--- src/rtl/bcpu_pkg.sv ---
// Shared BCPU16 types: thread and register indices and register file address forming.
package bcpu_pkg;

    localparam int THREAD_BITS   = 2;
    localparam int REG_BITS      = 3;
    localparam int REG_ADDR_BITS = THREAD_BITS + REG_BITS;

    typedef logic [THREAD_BITS-1:0]   thread_t;
    typedef logic [REG_BITS-1:0]      reg_idx_t;
    typedef logic [REG_ADDR_BITS-1:0] reg_addr_t;

    // Each thread owns a bank of 8 registers: the thread number is the upper address field.
    function automatic reg_addr_t rf_addr(input thread_t thread, input reg_idx_t idx);
        return {thread, idx};
    endfunction

endpackage

--- src/rtl/bcpu_operand_mux.sv ---
// Operand select: immediate, then register-0-as-zero, then write-back bypass, then register file.
module bcpu_operand_mux
    import bcpu_pkg::*;
#(
    parameter int DATA_WIDTH = 16
) (
    input  logic                  i_b_imm,
    input  logic [DATA_WIDTH-1:0] i_imm,
    input  reg_idx_t              i_reg,
    input  reg_addr_t             i_rd_addr,
    input  logic [DATA_WIDTH-1:0] i_rd_data,
    input  logic                  i_wr_en,
    input  reg_addr_t             i_wr_addr,
    input  logic [DATA_WIDTH-1:0] i_wr_data,
    output logic [DATA_WIDTH-1:0] o_data
);

    // Priority chain; register 0 beats bypass so writes to r0 can never leak through.
    always_comb begin
        o_data = i_rd_data;
        if (i_b_imm) begin
            o_data = i_imm;
        end else if (i_reg == '0) begin
            o_data = '0;
        end else if (i_wr_en && (i_wr_addr == i_rd_addr)) begin
            // The register file updates on this same edge, so its read data is still stale.
            o_data = i_wr_data;
        end
    end

endmodule

--- src/rtl/bcpu_operand_fetch.sv ---
// BCPU16 operand-fetch stage: barrel thread counter, register file addressing and operand registers.
module bcpu_operand_fetch
    import bcpu_pkg::*;
#(
    parameter int DATA_WIDTH     = 16,
    parameter int REG_ADDR_WIDTH = 5,
    parameter int CTRL_WIDTH     = 8
) (
    input  logic                      CLK,
    input  logic                      RST_N,
    input  logic                      CE,
    output logic [1:0]                THREAD,
    input  logic                      IN_VALID,
    input  logic [2:0]                IN_RA,
    input  logic [2:0]                IN_RB,
    input  logic [2:0]                IN_RD,
    input  logic                      IN_B_IMM,
    input  logic [DATA_WIDTH-1:0]     IN_IMM,
    input  logic [CTRL_WIDTH-1:0]     IN_CTRL,
    output logic [REG_ADDR_WIDTH-1:0] RD_REG_ADDR_A,
    output logic [REG_ADDR_WIDTH-1:0] RD_REG_ADDR_B,
    input  logic [DATA_WIDTH-1:0]     RD_REG_DATA_A,
    input  logic [DATA_WIDTH-1:0]     RD_REG_DATA_B,
    input  logic                      REG_WR_EN,
    input  logic [REG_ADDR_WIDTH-1:0] WR_REG_ADDR,
    input  logic [DATA_WIDTH-1:0]     WR_REG_DATA,
    output logic                      OUT_VALID,
    output logic [1:0]                OUT_THREAD,
    output logic [2:0]                OUT_RD,
    output logic [CTRL_WIDTH-1:0]     OUT_CTRL,
    output logic [DATA_WIDTH-1:0]     OUT_A,
    output logic [DATA_WIDTH-1:0]     OUT_B
);

    if (THREAD_BITS + REG_BITS != REG_ADDR_WIDTH) begin : g_bad_addr_width
        $error("REG_ADDR_WIDTH must equal THREAD_BITS + REG_BITS");
    end

    thread_t                 r_thread;
    logic                    r_out_valid;
    thread_t                 r_out_thread;
    reg_idx_t                r_out_rd;
    logic [CTRL_WIDTH-1:0]   r_out_ctrl;
    logic [DATA_WIDTH-1:0]   r_out_a;
    logic [DATA_WIDTH-1:0]   r_out_b;

    reg_addr_t               w_addr_a;
    reg_addr_t               w_addr_b;
    logic [DATA_WIDTH-1:0]   w_opnd_a;
    logic [DATA_WIDTH-1:0]   w_opnd_b;

    // Read addresses are formed every cycle, valid instruction or not.
    assign w_addr_a      = rf_addr(r_thread, IN_RA);
    assign w_addr_b      = rf_addr(r_thread, IN_RB);
    assign RD_REG_ADDR_A = w_addr_a;
    assign RD_REG_ADDR_B = w_addr_b;

    bcpu_operand_mux #(
        .DATA_WIDTH (DATA_WIDTH)
    ) u_mux_a (
        .i_b_imm   (1'b0),
        .i_imm     ({DATA_WIDTH{1'b0}}),
        .i_reg     (IN_RA),
        .i_rd_addr (w_addr_a),
        .i_rd_data (RD_REG_DATA_A),
        .i_wr_en   (REG_WR_EN),
        .i_wr_addr (WR_REG_ADDR),
        .i_wr_data (WR_REG_DATA),
        .o_data    (w_opnd_a)
    );

    bcpu_operand_mux #(
        .DATA_WIDTH (DATA_WIDTH)
    ) u_mux_b (
        .i_b_imm   (IN_B_IMM),
        .i_imm     (IN_IMM),
        .i_reg     (IN_RB),
        .i_rd_addr (w_addr_b),
        .i_rd_data (RD_REG_DATA_B),
        .i_wr_en   (REG_WR_EN),
        .i_wr_addr (WR_REG_ADDR),
        .i_wr_data (WR_REG_DATA),
        .o_data    (w_opnd_b)
    );

    // Barrel counter and operand registers advance together on CE and hold through a stall.
    always_ff @(posedge CLK or negedge RST_N) begin
        if (!RST_N) begin
            r_thread     <= '0;
            r_out_valid  <= 1'b0;
            r_out_thread <= '0;
            r_out_rd     <= '0;
            r_out_ctrl   <= '0;
            r_out_a      <= '0;
            r_out_b      <= '0;
        end else if (CE) begin
            r_thread     <= r_thread + 1'b1;
            r_out_valid  <= IN_VALID;
            r_out_thread <= r_thread;
            r_out_rd     <= IN_RD;
            r_out_ctrl   <= IN_CTRL;
            r_out_a      <= w_opnd_a;
            r_out_b      <= w_opnd_b;
        end
    end

    assign THREAD     = r_thread;
    assign OUT_VALID  = r_out_valid;
    assign OUT_THREAD = r_out_thread;
    assign OUT_RD     = r_out_rd;
    assign OUT_CTRL   = r_out_ctrl;
    assign OUT_A      = r_out_a;
    assign OUT_B      = r_out_b;

endmodule

--- config.mk ---
export PLATFORM = sky130hd
export DESIGN_NAME = bcpu_operand_fetch
export DESIGN_NICKNAME = d
export VERILOG_FILES = /design/src/rtl/bcpu_pkg.sv /design/src/rtl/bcpu_operand_mux.sv /design/src/rtl/bcpu_operand_fetch.sv
export SDC_FILE = /design/constraint.sdc
export NUM_CORES = 1
export LEC_CHECK = 0
export CORE_MARGIN = 5
export CORE_UTILIZATION = 36
export CTS_CLUSTER_SIZE = 16
export DETAILED_ROUTE_END_ITERATION = 8
export GPL_TIMING_DRIVEN = 0
export PLACE_DENSITY_LB_ADDON = 0.3
export SLEW_MARGIN = 20
export SYNTH_ARGS = -nofsm -noshare
export SYNTH_HDL_FRONTEND = slang
export SYNTH_SLANG_ARGS = --single-unit
--- constraint.sdc ---
create_clock -name CLK -period 1.3 [get_ports CLK]
set_input_delay 0.26 -clock CLK [delete_from_list [all_inputs] [get_ports CLK]]
set_output_delay 0.26 -clock CLK [all_outputs]
set_load 0.02 [all_outputs]
# Word-level counts from Yosys, hierarchy flattened
# Cells that the tools add are included.
dict set report word_totals {
  ff_bits 48
  output_inout_bits 58
  elab_cells 19
}
dict set report op_classes {
  n_reduce_logical 4
  muxes 5
  add_sub_neg 1
  n_eq_ne 2
}
# operator n
set ops {}
lappend ops {{$mux 16} 5}
lappend ops {{$eq 5x5->1} 2}
lappend ops {{$logic_not 3->1} 2}
lappend ops {{$add 2x1->2 const B} 1}
lappend ops {{$logic_and 1x1->1} 2}

# Logic depth before layout (Yosys ltp)
dict set report logic_depth {
  word_depth 5
  mapped_depth 7
  ltp_nobuf 4
}

# Modules after synthesis
# A second synthesis with hierarchy kept.
dict set report unflattened {
  cells_unflattened 210
  hier_area_um2 2722.6
}
# mod instances area_each_um2 seq_area_each_um2 cells_per_inst
set by_module_without_submodules {}
lappend by_module_without_submodules {bcpu_operand_fetch 1 1924.3 1201.2 114}
lappend by_module_without_submodules {bcpu_operand_mux 2 399.1 0.0 48}

# Least setup slack after synthesis
# Ideal clock, no wire load.
dict set report synth_path {
  path_type {reg-to-reg}
  from {register r_thread[0], in the netlist THREAD[0]}
  to {register r_out_a[0], in the netlist OUT_A[0]}
  setup_slack_ns -0.268
  synth_period_minus_slack_ns 1.568
  required_time_ns 1.167
  path_stages_with_launch 8
  setup_time_ns 0.133
  path_buffers 3
  t_arrival_ns 1.435
  path_cell_list {dfrtp_1 -> xnor2_1 -> and3_4 -> buf_6 -> and2_4 -> buf_6 -> buf_6 -> o221ai_2}
}
dict set report synth_between {
  elab_chain_len 4
}
# item line_no
set synth_rtl {}
lappend synth_rtl {{start: declaration} bcpu_operand_fetch.sv:39} ;# thread_t r_thread;
lappend synth_rtl {{start signal: assignment} bcpu_operand_fetch.sv:97} ;# r_thread <= r_thread + 1'b1;
lappend synth_rtl {{$eq 5x5->1} bcpu_operand_mux.sv:25} ;# end else if (i_wr_en && (i_wr_addr == i_rd_addr)) begin
lappend synth_rtl {{$logic_and 1x1->1} bcpu_operand_mux.sv:25}
lappend synth_rtl {{$mux 16} bcpu_operand_mux.sv:25}
lappend synth_rtl {{$mux 16} bcpu_operand_mux.sv:23} ;# end else if (i_reg == '0) begin
lappend synth_rtl {{end signal: assignment} bcpu_operand_fetch.sv:102} ;# r_out_a <= w_opnd_a;
lappend synth_rtl {{end: declaration} bcpu_operand_fetch.sv:44} ;# logic [DATA_WIDTH-1:0] r_out_a;
# No other way between the ends.
# A chain may end at the register's enable or synchronous reset.

# Final worst setup path
dict set report layout_path {
  from {register r_thread[1], in the netlist THREAD[1]}
  to {register r_out_b[15], in the netlist OUT_B[15]}
}
dict set report layout_between {
  elab_chain_len 5
}
# item line_no
set layout_rtl {}
lappend layout_rtl {{$eq 5x5->1} bcpu_operand_mux.sv:25}
lappend layout_rtl {{$logic_and 1x1->1} bcpu_operand_mux.sv:25}
lappend layout_rtl {{$mux 16} bcpu_operand_mux.sv:25}
lappend layout_rtl {{$mux 16} bcpu_operand_mux.sv:23}
lappend layout_rtl {{$mux 16} bcpu_operand_mux.sv:21} ;# if (i_b_imm) begin
lappend layout_rtl {{end signal: assignment} bcpu_operand_fetch.sv:103} ;# r_out_b <= w_opnd_b;
lappend layout_rtl {{end: declaration} bcpu_operand_fetch.sv:45} ;# logic [DATA_WIDTH-1:0] r_out_b;
# No other way between the ends.

==> results.tsv <==
stage	metric	value	unit
min_path	Hold Path Class	in2reg	
worst_setup_path	CP endpoint kind	flop	
die	Initial Util	36.7	%
place	pre-CTS setup slack	-0.889	ns
routing	metal3 WL	617	µm
clock_tree	TritonCTS clock tree	done	
sta	# setup viols final	36	
status	failing checks	setup timing	
routing	# DRC	0	
sta	Highest Clock Rate	647	MHz
synth	YS warnings	0	
worst_setup_path	critical path peak fanout	6	
clock_tree	CTS sink cnt	48	
clock_tree	clock root buffer master	clkbuf_8	
synth	synthesized flop and latch total	48	
sta	Final WS setup	-0.246	ns
die	IO Pins	150	
cells_and_area	Final nets	556	
routing	Routed wire per std cell	17.7	µm
sta	Pins Over Slew Limit	0	
global_route	grt ovf	0	
clock_tree	Max Root-Sink Buffers	2	
power_and_ir_drop	leakage power	0.00211	µW
global_route	antenna violations before repair	0	
routing	Initial DRC Count	134	
synth	Syn Nets	383	
cells_and_area	Layout area overhead	73.1	%
synth	syn_area_per_cell	9.66	µm²
sta	Period minus WS final	1.55	ns
worst_setup_path	CP Data Required Time	1.52	ns
synth	post-synth cell types	25	
routing	metal2 WL	5250	µm
global_route	first-pass GRT wire length	15900	µm
sta	RSZ-0062 raised after global routing	yes	
cells_and_area	# diodes	0	
routing	drt first pass iters	4	
power_and_ir_drop	Power, Total	5580	µW
routing	Via Count	2875	
cells_and_area	share of cells above drive strength 1	25.4	%
worst_setup_path	crit start category	flop	
die	core area	7650	µm²
synth	sequential share of the synthesized area	42.7	%
clock_tree	TritonCTS Buffers	5	
global_route	vias in the first global route	3158	
place	post-DP HPWL	7410	µm
sta	fin crit share	119	%
routing	Final ANT Viol Nets	0	
power_and_ir_drop	VDD IR max	0.000710	V
synth	cell count after synthesis	291	
die	Die H	98.4	µm
power_and_ir_drop	PwrDens	1150	nW/µm²
die	FP Rows	32	
sta	final hold viol count	0	
sta	Worst-Margin Slew	0.644	ns
clock_tree	later-pin clock latency in the skew report	0.31	ns
clock_tree	clock slew at reported path FFs	0.09	ns
routing	DR vias/cell	5.07	
sta	Slew HR	57.1	%
routing	final wirelength	10000	µm
synth	top cell type's share of synthesized area	42.7	%
place	port buffer count	148	
clock_tree	CTS HTree Levels	2	
worst_setup_path	Worst EP arrival	1.76	ns
place	GP Congestion	0.849	
routing	Met1 Wirelength	4040	µm
routing	highest metal used	met4	
global_route	largest net degree at the start of global routing	49	
sta	clk_skew	0.00796	ns
status	outcome	complete, but fails checks	
worst_setup_path	Critical Setup Path Class	reg2reg	
synth	area leader, netlist	dfrtp_1	
die	die area	9670	µm²
synth	top post-synthesis cells by area	dfrtp_1 (43%), nand4_1 (7.1%), nand2_1 (6.5%)	
synth	Synth Cell Area	2810	µm²
job	max-cap violation count	0	
global_route	GRT Util Overall	20.4	%
die	Die X-Extent	98.4	µm
through the flow:
stage	instance area, µm²	hold slack [ns]	TNS [ns]	util [%]	instances
6_report	4860	0.495	-5.40	63.6	567
5_1_grt	4860	0.519	-6.96	63.6	567
4_1_cts	4880	0.487	-5.03	63.8	568
3_5_place_dp	4430	0.328	-27.96	57.9	541
3_3_place_gp	4430	0.488	-102.19	57.9	541
2_1_floorplan	2820	-0.0356	-5.51	-	291
registers in the layout, indices dropped and copies added (netlist names):
name and cells:
OUT_RD 3, OUT_CTRL 8, OUT_B 16, OUT_THREAD 2, THREAD 2, OUT_A 16, OUT_VALID 1
cells by family (layout without fill, tap and decap cells):
logic type / count (synthesis) / count (layout) / synth area share (%)
AO/OA/AOI/OAI: 50 / 50 / 18.0
XOR/XNOR: 10 / 10 / 3.12
buffers and inverters: 51 / 225 / 9.71
flip-flops: 48 / 48 / 42.7
multiplexers: 13 / 13 / 5.21
AND/OR/NAND/NOR: 119 / 119 / 21.2
layout by cell type, fill, tap and decap left out, types with 10 or more instances in the layout:
cell type,n
mux2_2,13
dfrtp_1,46
a21o_1,16
clkdlybuf4s50_1,80
nand2_1,49
clkbuf_2,11
buf_6,16
o211ai_2,10
nor2_1,16
clkdlybuf4s15_1,36
inv_1,17
nand4_1,32
nor3_1,16
dlygate4sd2_1,20
o221ai_2,16
buf_4,17
per-layer routing:
layer | up-vias | global-route usage (%)
met3 | 8 | 4.07
met4 | 0 | 5.15
met2 | 98 | 37.2
met1 | 1388 | 24.5
met5 | - | 0
li1 | 1381 | -
power by group:
group | internal [µW] | switching [µW] | total, µW | leakage [µW]
Combinational | 1370 | 1210 | 2580 | 0.00148
Sequential | 1710 | 138 | 1850 | 0.000564
Clock | 629 | 514 | 1140 | 0.0000614
Total | 3710 | 1860 | 5580 | 0.00211
synthesized netlist by cell type:
cell / count
nor3_2: 1
nor3_1: 16
o211ai_1: 6
xor2_1: 7
buf_4: 10
buf_2: 5
nand2_1: 49
o31a_1: 1
clkbuf_1: 13
o221ai_2: 10
o211ai_2: 10
xnor2_1: 3
mux2_2: 13
and3_4: 1
buf_6: 5
nand4_1: 32
buf_1: 1
inv_1: 17
dfrtp_1: 48
o221ai_1: 6
nor2_1: 16
and2_4: 2
a21o_1: 16
o21ai_0: 1
nor3_4: 2
path summary, 6_finish.rpt:
check	from	to	slack, ns	cells after the start
max in group asynchronous	RST_N	THREAD[0]	0.32	2
min in group asynchronous	RST_N	OUT_A[13]	0.52	2
max	THREAD[1]	OUT_B[15]	-0.25	7
min	CE	OUT_B[14]	0.49	4
min reg2reg	OUT_RD[2]	OUT_RD[2]	0.51	1
max reg2reg	THREAD[1]	OUT_B[15]	-0.25	7
critical path, stage by stage, from the launching register on:
cell and delay [ns]:
dfrtp_2 0.44, xnor2_2 0.13, and3_4 0.19, buf_6 0.12, and2_4 0.15, buf_12 0.13
buf_12 0.12, o211ai_1 0.17
layout make-up:
type | instances | area, µm²
fillers | 648 | 2780
repair buffers | 171 | 1710
multi-input cells | 192 | 1400
flip-flops and latches | 48 | 1200
plain buffers | 29 | 233
well taps | 102 | 128
clock buffers | 6 | 82.6
inverters | 17 | 63.8
clock inverters | 2 | 38.8
what timing repair did:
action / CTS / global route
resized for setup: 143 / 44
hold endpoints to repair: 31 / 0
gates cloned: 3 / 0
buffers inserted: 19 / 3
endpoints found under the setup margin: 90 / 76
pin swaps: 16 / 7
hold buffers: 1 / 0
(Power assumes the default switching activity.)
